==> src/rtl/mips_intc_pkg.sv <==
// Shared constants for the memory-mapped interrupt controller: the register
// window offsets and the bit positions of the fields inside the read words.
package mips_intc_pkg;

   localparam int NSRC_MAX = 16;

   localparam logic [1:0] INTC_PEND  = 2'd0;
   localparam logic [1:0] INTC_MASK  = 2'd1;
   localparam logic [1:0] INTC_MODE  = 2'd2;
   localparam logic [1:0] INTC_CLAIM = 2'd3;

   localparam int OVR_LSB         = 16;
   localparam int CLAIM_VALID_BIT = 31;

endpackage

==> src/rtl/intc_sync.sv <==
// Three-flop synchronizer for one asynchronous interrupt request. The first two
// flops resolve metastability; the third holds the previous synchronized value
// so that a rising edge can be detected without touching the raw input.
module intc_sync (
   input  logic clk,
   input  logic rst,
   input  logic irq_i,
   output logic rise_o,
   output logic lvl_o
);

   logic s1_q, s2_q, s3_q;

   // Shift the raw request through the chain; reset flushes any request in flight.
   always_ff @(posedge clk or negedge rst) begin
      if (!rst) begin
         s1_q <= 1'b0;
         s2_q <= 1'b0;
         s3_q <= 1'b0;
      end else begin
         s1_q <= irq_i;
         s2_q <= s1_q;
         s3_q <= s2_q;
      end
   end

   assign rise_o = s2_q & ~s3_q;
   assign lvl_o  = s2_q;

endmodule

==> src/rtl/mips_intc.sv <==
// Interrupt controller top: synchronizes peripheral requests, latches them as
// pending (edge or level per source), tracks lost edges as overruns, masks them
// onto the registered INT lines and exposes a four-word software window with
// write-one-to-clear, mask, mode and claim/end-of-interrupt registers.
module mips_intc
   import mips_intc_pkg::*;
#(
   parameter int NSRC = 5
) (
   input  logic            clk,
   input  logic            rst,
   input  logic [NSRC-1:0] irq_in,
   input  logic            sel,
   input  logic            we,
   input  logic [1:0]      addr,
   input  logic [31:0]     wd,
   output logic [31:0]     rd,
   output logic [NSRC-1:0] INT
);

   logic [NSRC-1:0] rise, lvl, setVec, clrVec, ovrClr, eoiVec, active;
   logic [NSRC-1:0] pend_q, pend_d, ovr_q, ovr_d;
   logic [NSRC-1:0] mask_q, mask_d, mode_q, mode_d, int_q, int_d;
   logic [4:0]      claimIdx;
   logic [31:0]     rdWord;
   logic            pendWr, maskWr, modeWr, eoiWr;
   logic            unusedWd;

   for (genvar g = 0; g < NSRC; g++) begin : gSync
      intc_sync uSync (
         .clk    (clk),
         .rst    (rst),
         .irq_i  (irq_in[g]),
         .rise_o (rise[g]),
         .lvl_o  (lvl[g])
      );
   end

   // Not every write-data bit maps to a register field for small NSRC.
   assign unusedWd = ^wd;

   // Decode bus writes and compute the next value of every register; a new
   // request always beats a clear arriving in the same cycle.
   always_comb begin
      pendWr = sel & we & (addr == INTC_PEND);
      maskWr = sel & we & (addr == INTC_MASK);
      modeWr = sel & we & (addr == INTC_MODE);
      eoiWr  = sel & we & (addr == INTC_CLAIM);

      ovrClr = pendWr ? wd[OVR_LSB +: NSRC] : '0;
      eoiVec = '0;
      for (int i = 0; i < NSRC; i++) begin
         eoiVec[i] = eoiWr & (wd[4:0] == 5'(i));
      end
      clrVec = (pendWr ? wd[NSRC-1:0] : '0) | eoiVec;

      setVec = (mode_q & rise) | (~mode_q & lvl);
      pend_d = setVec | (pend_q & ~clrVec);
      ovr_d  = (mode_q & rise & pend_q) | (ovr_q & ~ovrClr);
      mask_d = maskWr ? wd[NSRC-1:0] : mask_q;
      mode_d = modeWr ? wd[NSRC-1:0] : mode_q;
      int_d  = pend_q & mask_q;
   end

   // Hold all controller state; reset drops everything at once.
   always_ff @(posedge clk or negedge rst) begin
      if (!rst) begin
         pend_q <= '0;
         ovr_q  <= '0;
         mask_q <= '0;
         mode_q <= '0;
         int_q  <= '0;
      end else begin
         pend_q <= pend_d;
         ovr_q  <= ovr_d;
         mask_q <= mask_d;
         mode_q <= mode_d;
         int_q  <= int_d;
      end
   end

   // Lowest-numbered enabled pending source wins the claim.
   always_comb begin
      active   = pend_q & mask_q;
      claimIdx = '0;
      for (int i = NSRC - 1; i >= 0; i--) begin
         if (active[i]) claimIdx = 5'(i);
      end
   end

   // Assemble the addressed register word; reserved bits stay zero.
   always_comb begin
      rdWord = '0;
      case (addr)
         INTC_PEND: begin
            rdWord[NSRC-1:0]         = pend_q;
            rdWord[OVR_LSB +: NSRC]  = ovr_q;
         end
         INTC_MASK: rdWord[NSRC-1:0] = mask_q;
         INTC_MODE: rdWord[NSRC-1:0] = mode_q;
         default: begin
            rdWord[CLAIM_VALID_BIT] = |active;
            rdWord[4:0]             = claimIdx;
         end
      endcase
   end

   assign rd  = sel ? rdWord : '0;
   assign INT = int_q;

endmodule

==> config.mk <==
export PLATFORM = sky130hd
export DESIGN_NAME = mips_intc
export DESIGN_NICKNAME = d
export VERILOG_FILES = /design/src/rtl/mips_intc_pkg.sv /design/src/rtl/intc_sync.sv /design/src/rtl/mips_intc.sv
export SDC_FILE = /design/constraint.sdc
export NUM_CORES = 1
export LEC_CHECK = 0
export CAP_MARGIN = 15
export CORE_MARGIN = 1.5
export CORE_UTILIZATION = 40
export DETAILED_ROUTE_END_ITERATION = 10
export GPL_ROUTABILITY_DRIVEN = 0
export PLACE_DENSITY = 0.76
export SETUP_SLACK_MARGIN = 0.05
export SYNTH_ARGS = -nofsm -noshare
export SYNTH_HDL_FRONTEND = slang
export SYNTH_SLANG_ARGS = --single-unit
==> constraint.sdc <==
create_clock -name clk -period 4.55 [get_ports clk]
set_input_delay 1.365 -clock clk [delete_from_list [all_inputs] [get_ports clk]]
set_output_delay 1.365 -clock clk [all_outputs]
set_load 0.005 [all_outputs]
; ---- Word level (Yosys, flattened, before mapping)
; Cells that the tools add are included.
[classes]
n_mux = 11
n_eq_ne = 7
n_reduce_logical = 4
bitwise_logic = 33
[op_table]
columns = operator, n
row1 = $mux W32, 1
row2 = $and A5 B5 Y5, 6
row3 = $mux W5, 6
row4 = $or A5 B5 Y5, 4
row5 = $and A1 B1 Y1, 15
row6 = $not A5 Y5, 3
row7 = $pmux W5 S3, 1
row8 = $eq A5 B2 Y1 const B, 2
row9 = $mux W3, 2
row10 = $eq A5 B1 Y1 const B, 1
row11 = $eq A5 B3 Y1 const B, 1
row12 = $logic_not A5 Y1, 1
row13 = $not A1 Y1, 5
row14 = $reduce_or A5 Y1, 1
row15 = $eq A2 B2 Y1 const B, 2
row16 = $reduce_or A3 Y1, 1
row17 = $eq A2 B1 Y1 const B, 1
row18 = $logic_not A2 Y1, 1
row19 = $mux W1, 1
[word_totals]
wordCells = 75
register_bits = 40
input_bits = 43

; ---- Longest topological paths before layout
; Gate-level depths: netlist of run 1.
[logic_depth]
ltp_word = 8
mapped_depth = 6

; ---- By module
; A second synthesis of run 1 with hierarchy kept.
[hier_totals]
hier_cells = 165
hier_area_um2 = 1928.1
[modules_own_cells]
columns = module, cells_per_inst, area_each_um2, seq_area_each_um2, instances
row1 = mips_intc, 145, 1483.9, 625.6, 1
row2 = intc_sync, 4, 88.8, 75.1, 5

; ---- Worst setup path after synthesis of run 1
; Ideal clock, no wire load.
[synth_path]
path_kind = input-to-output
from = in addr[0]
to = out rd[1]
t_required_ns = 3.185
stages = 3
t_arrival_ns = 2.072
slack_ns = 1.113
cell_sequence = clkbuf_1 -> mux4_1 -> and2_1
[synth_via]
elab_chain_len = 3
word_cells_on_any_way = 5
classes_between = eq/ne: 2 / mux: 2 / reduce/logical: 1
[synth_rtl]
columns = item, line
row1 = start: declaration, mips_intc.sv:15  ; input logic [1:0] addr,
row2 = $eq A2 B2 Y1 (tied with other cells), mips_intc.sv:94  ; case (addr)
row3 = $pmux W5 S3 *, mips_intc.sv:94
row4 = $mux W32 *, mips_intc.sv:108  ; assign rd = sel ? rdWord : '0;
row5 = end: declaration, mips_intc.sv:17  ; output logic [31:0] rd,
; Mark *: on every way between the ends. The rest lies on a longest branch, timed or not.

; ---- Worst setup path after layout of run 1
[layout_path]
from = in sel
to = out rd[18]
[layout_via]
elab_chain_len = 1
[layout_rtl]
columns = item, line
row1 = start: declaration, mips_intc.sv:13  ; input logic sel,
row2 = $mux W32, mips_intc.sv:108
; No other way between the ends.

==> impl_metrics.toml, run 1 <==
[run]
maxCapViolCount = 0

[worst_setup_path]
slowest_delay_ns = 0.50
cp-end-kind = "primary output"
cp_max_fo = 3
critPathBufInv = 3
cp_common_cell = "clkdlybuf4s50_1"
path_class = "primary input to primary output"
critPathTopFamily = "buffers and inverters"
worstPathArrival_ns = 2.91
start_kind = "primary input"
worstPathCellList = "clkdlybuf4s50_1, nor3b_2, buf_4, and2_1, clkdlybuf4s50_1"
worst_path_max_delay_cell = "clkdlybuf4s50_1"
worstPathRequired_ns = 3.18

[synth]
synthFlopType = "dfrtp_1"
synth_area_leaders = "dfrtp_1 (54%), buf_4 (8.9%), mux2_2 (7.3%), nand2_1 (6.1%), nand4b_1 (4.3%)"
postSynthCellCount = 161
yosysMostFrequentCell = "dfrtp_1"
ys_top_cells_by_count = "dfrtp_1 (40), nand2_1 (30), buf_4 (22), mux2_2 (12)"
synth.distinct_cells = 32
async_flop_share = 1.00
synth_top_cell_by_area = "dfrtp_1"
synth_area_mm2 = 0.00185
seq_area_frac_synth = 0.541
synth_edf_count = 0
synth_seq_cells = 40
avgSynthCellArea_um2 = 11.5
synth_top_area_share = 0.541
yosysWarnings = 0

[floorplanning]
start_util = 0.420
die_h_um = 71.0
core_mm2 = 0.00441
dieArea_mm2 = 0.00505
ios = 80
floorplan.rows = 24
fp.dieW_um = 71.0

[clock_tree]
cts-root-buf = "clkbuf_8"
htreeDepth = 2
clock_path_buffers = 2
cts_tree = "built"
clk_latency_ns = 0.28
cts.sinks = 40
clk_pin_slew_ns = 0.07
cts_buffers = 5

[pwr]
ir_worst_vdd_mv = 0.138
p_leak_uw = 0.00101
p_per_area_mw_per_mm2 = 360
total_power_uw = 841

[sta]
hold_violations = 0
relSlewSlack = 0.417
period_share = 0.939
tightest_slew_ns = 0.874
rsz0062_at_grt = "false"
drv_slew = 0
finClkSkew_ns = 0.00301
setup_viol = 0
fmax_ghz = 0.234
finalCriticalPeriod_ns = 4.27

[global_route]
grt_overflow = 0
grt_max_degree = 41
grt_pass1_vias = 1297
antenna_found_initial = 0
grt_util_all_layers = 0.165
grt_pass1_wl_um = 6380

[hold_path]
holdCritPathClass = "flop to flop"

[route]
drt_iter0_drc = 99
drc = 0
vias = 1295
drt.antenna.violating_nets = 0
drt_wl_total_um = 3800
dr.pass1.iters = 4
viasPerCell = 4.96
post_drt_wl_per_cell_um = 14.6

[cells_and_area]
antennaDiodeCount = 0
drive_above_1_share = 0.163
nets = 251
syn2layout_area_growth_pct = 26.1
final_cells = 261

[placed_design]
port_buffers = 36
place_hpwl_um = 2800
post-place-cells = 253

[status]
outcome = "complete, no violations"
==> path summary, 6_finish.rpt <==
path                                                  end  slack, ns  cells after the start                     startpoint
hold reg to reg            gSync[1].uSync.lvl_o$_DFF_PN0_       0.35                      0  gSync[1].uSync.s1_q$_DFF_PN0_
max in group asynchronous           mask_q[0]$_DFFE_PN0P_       2.81                      1                            rst
setup reg to reg                    mode_q[0]$_DFFE_PN0P_       3.73                      1          mode_q[0]$_DFFE_PN0P_
hold / removal             gSync[1].uSync.lvl_o$_DFF_PN0_       0.35                      0  gSync[1].uSync.s1_q$_DFF_PN0_
min in group asynchronous   gSync[3].uSync.s1_q$_DFF_PN0_       1.19                      1                            rst
setup / recovery                                   rd[18]       0.28                      5                            sel
==> sequential cells by signal, summed over array words and instances (netlist names) <==
register           flops
INT                    5
gSync.uSync.lvl_o      5
gSync.uSync.s1_q       5
gSync.uSync.s3_q       5
mask_q                 5
mode_q                 5
ovr_q                  5
pend_q                 5
==> cell families after synthesis <==
logic type             share of synthesized area
muxes                                     0.0980
and+or+nand+nor                            0.195
DFF                                        0.541
other                                    0.00203
buffers and inverters                     0.0986
AOI/OAI and AO/OA                         0.0662
==> cells in the final DEF (no fill, tap or decap), types with 5 or more instances in the layout <==
cell type	instances
mux2_2	12
and2_1	9
clkbuf_8	6
a32o_1	5
nand4b_1	9
dfrtp_1	40
clkdlybuf4s50_1	33
buf_4	8
conb_1	21
nand2_1	30
==> through the flow <==
| step | hold slack (ns) | util | setup TNS [ns] | cell area, µm² | setup WS (ns) |
|---|---|---|---|---|---|
| 6_report | 0.349 | 0.529 | 0 | 2340 | 0.278 |
| 5_1_grt | 0.366 | 0.529 | 0 | 2340 | 0.170 |
| 2_1_floorplan | 0.331 | - | 0 | 1930 | 1.11 |
| 4_1_cts | 0.353 | 0.529 | 0 | 2330 | 0.0944 |
| 3_3_place_gp | 0.331 | 0.507 | -0.0260 | 2240 | -0.0223 |
| 3_5_place_dp | 0.336 | 0.507 | -0.00121 | 2240 | -0.00121 |
==> what timing repair did <==
action	in CTS	in global routing
endpoints found under the hold margin	0	0
gates cloned	0	0
hold buffers	0	0
pin swaps	0	0
gates resized for setup	3	1
setup buffers	0	0
endpoints found under the setup margin	7	4
==> final cells by class <==
| cell class | count | area (µm²) |
|---|---|---|
| repair buffers | 45 | 428 |
| well taps | 52 | 65.1 |
| flip-flops and latches | 40 | 1000 |
| multi-input cells | 115 | 748 |
| inverters | 1 | 3.75 |
| fillers | 415 | 2080 |
| clock buffers | 8 | 90.1 |
==> where the power goes <==
part           internal [µW]  leakage [µW]  switching, µW  total [µW]
clock                    124     0.0000455            115         239
combinational            100      0.000509           66.7         167
sequential               403      0.000452           31.4         435
==> layer usage <==
layer	global-route usage	share of wire	wire length, µm
met1	0.217	0.44	1690
met2	0.263	0.49	1860
met3	0.0413	0.053	201
met4	0.0692	0.014	53
met5	0	0	0
Note: power is estimated with default switching activity, not from simulation.
==> run 2, diff against run 1 <==
- CTS_CLUSTER_SIZE: default -> 20
==> results of run 2 <==
Same layout as run 1: the final DEF is identical, and so are final timing and power.
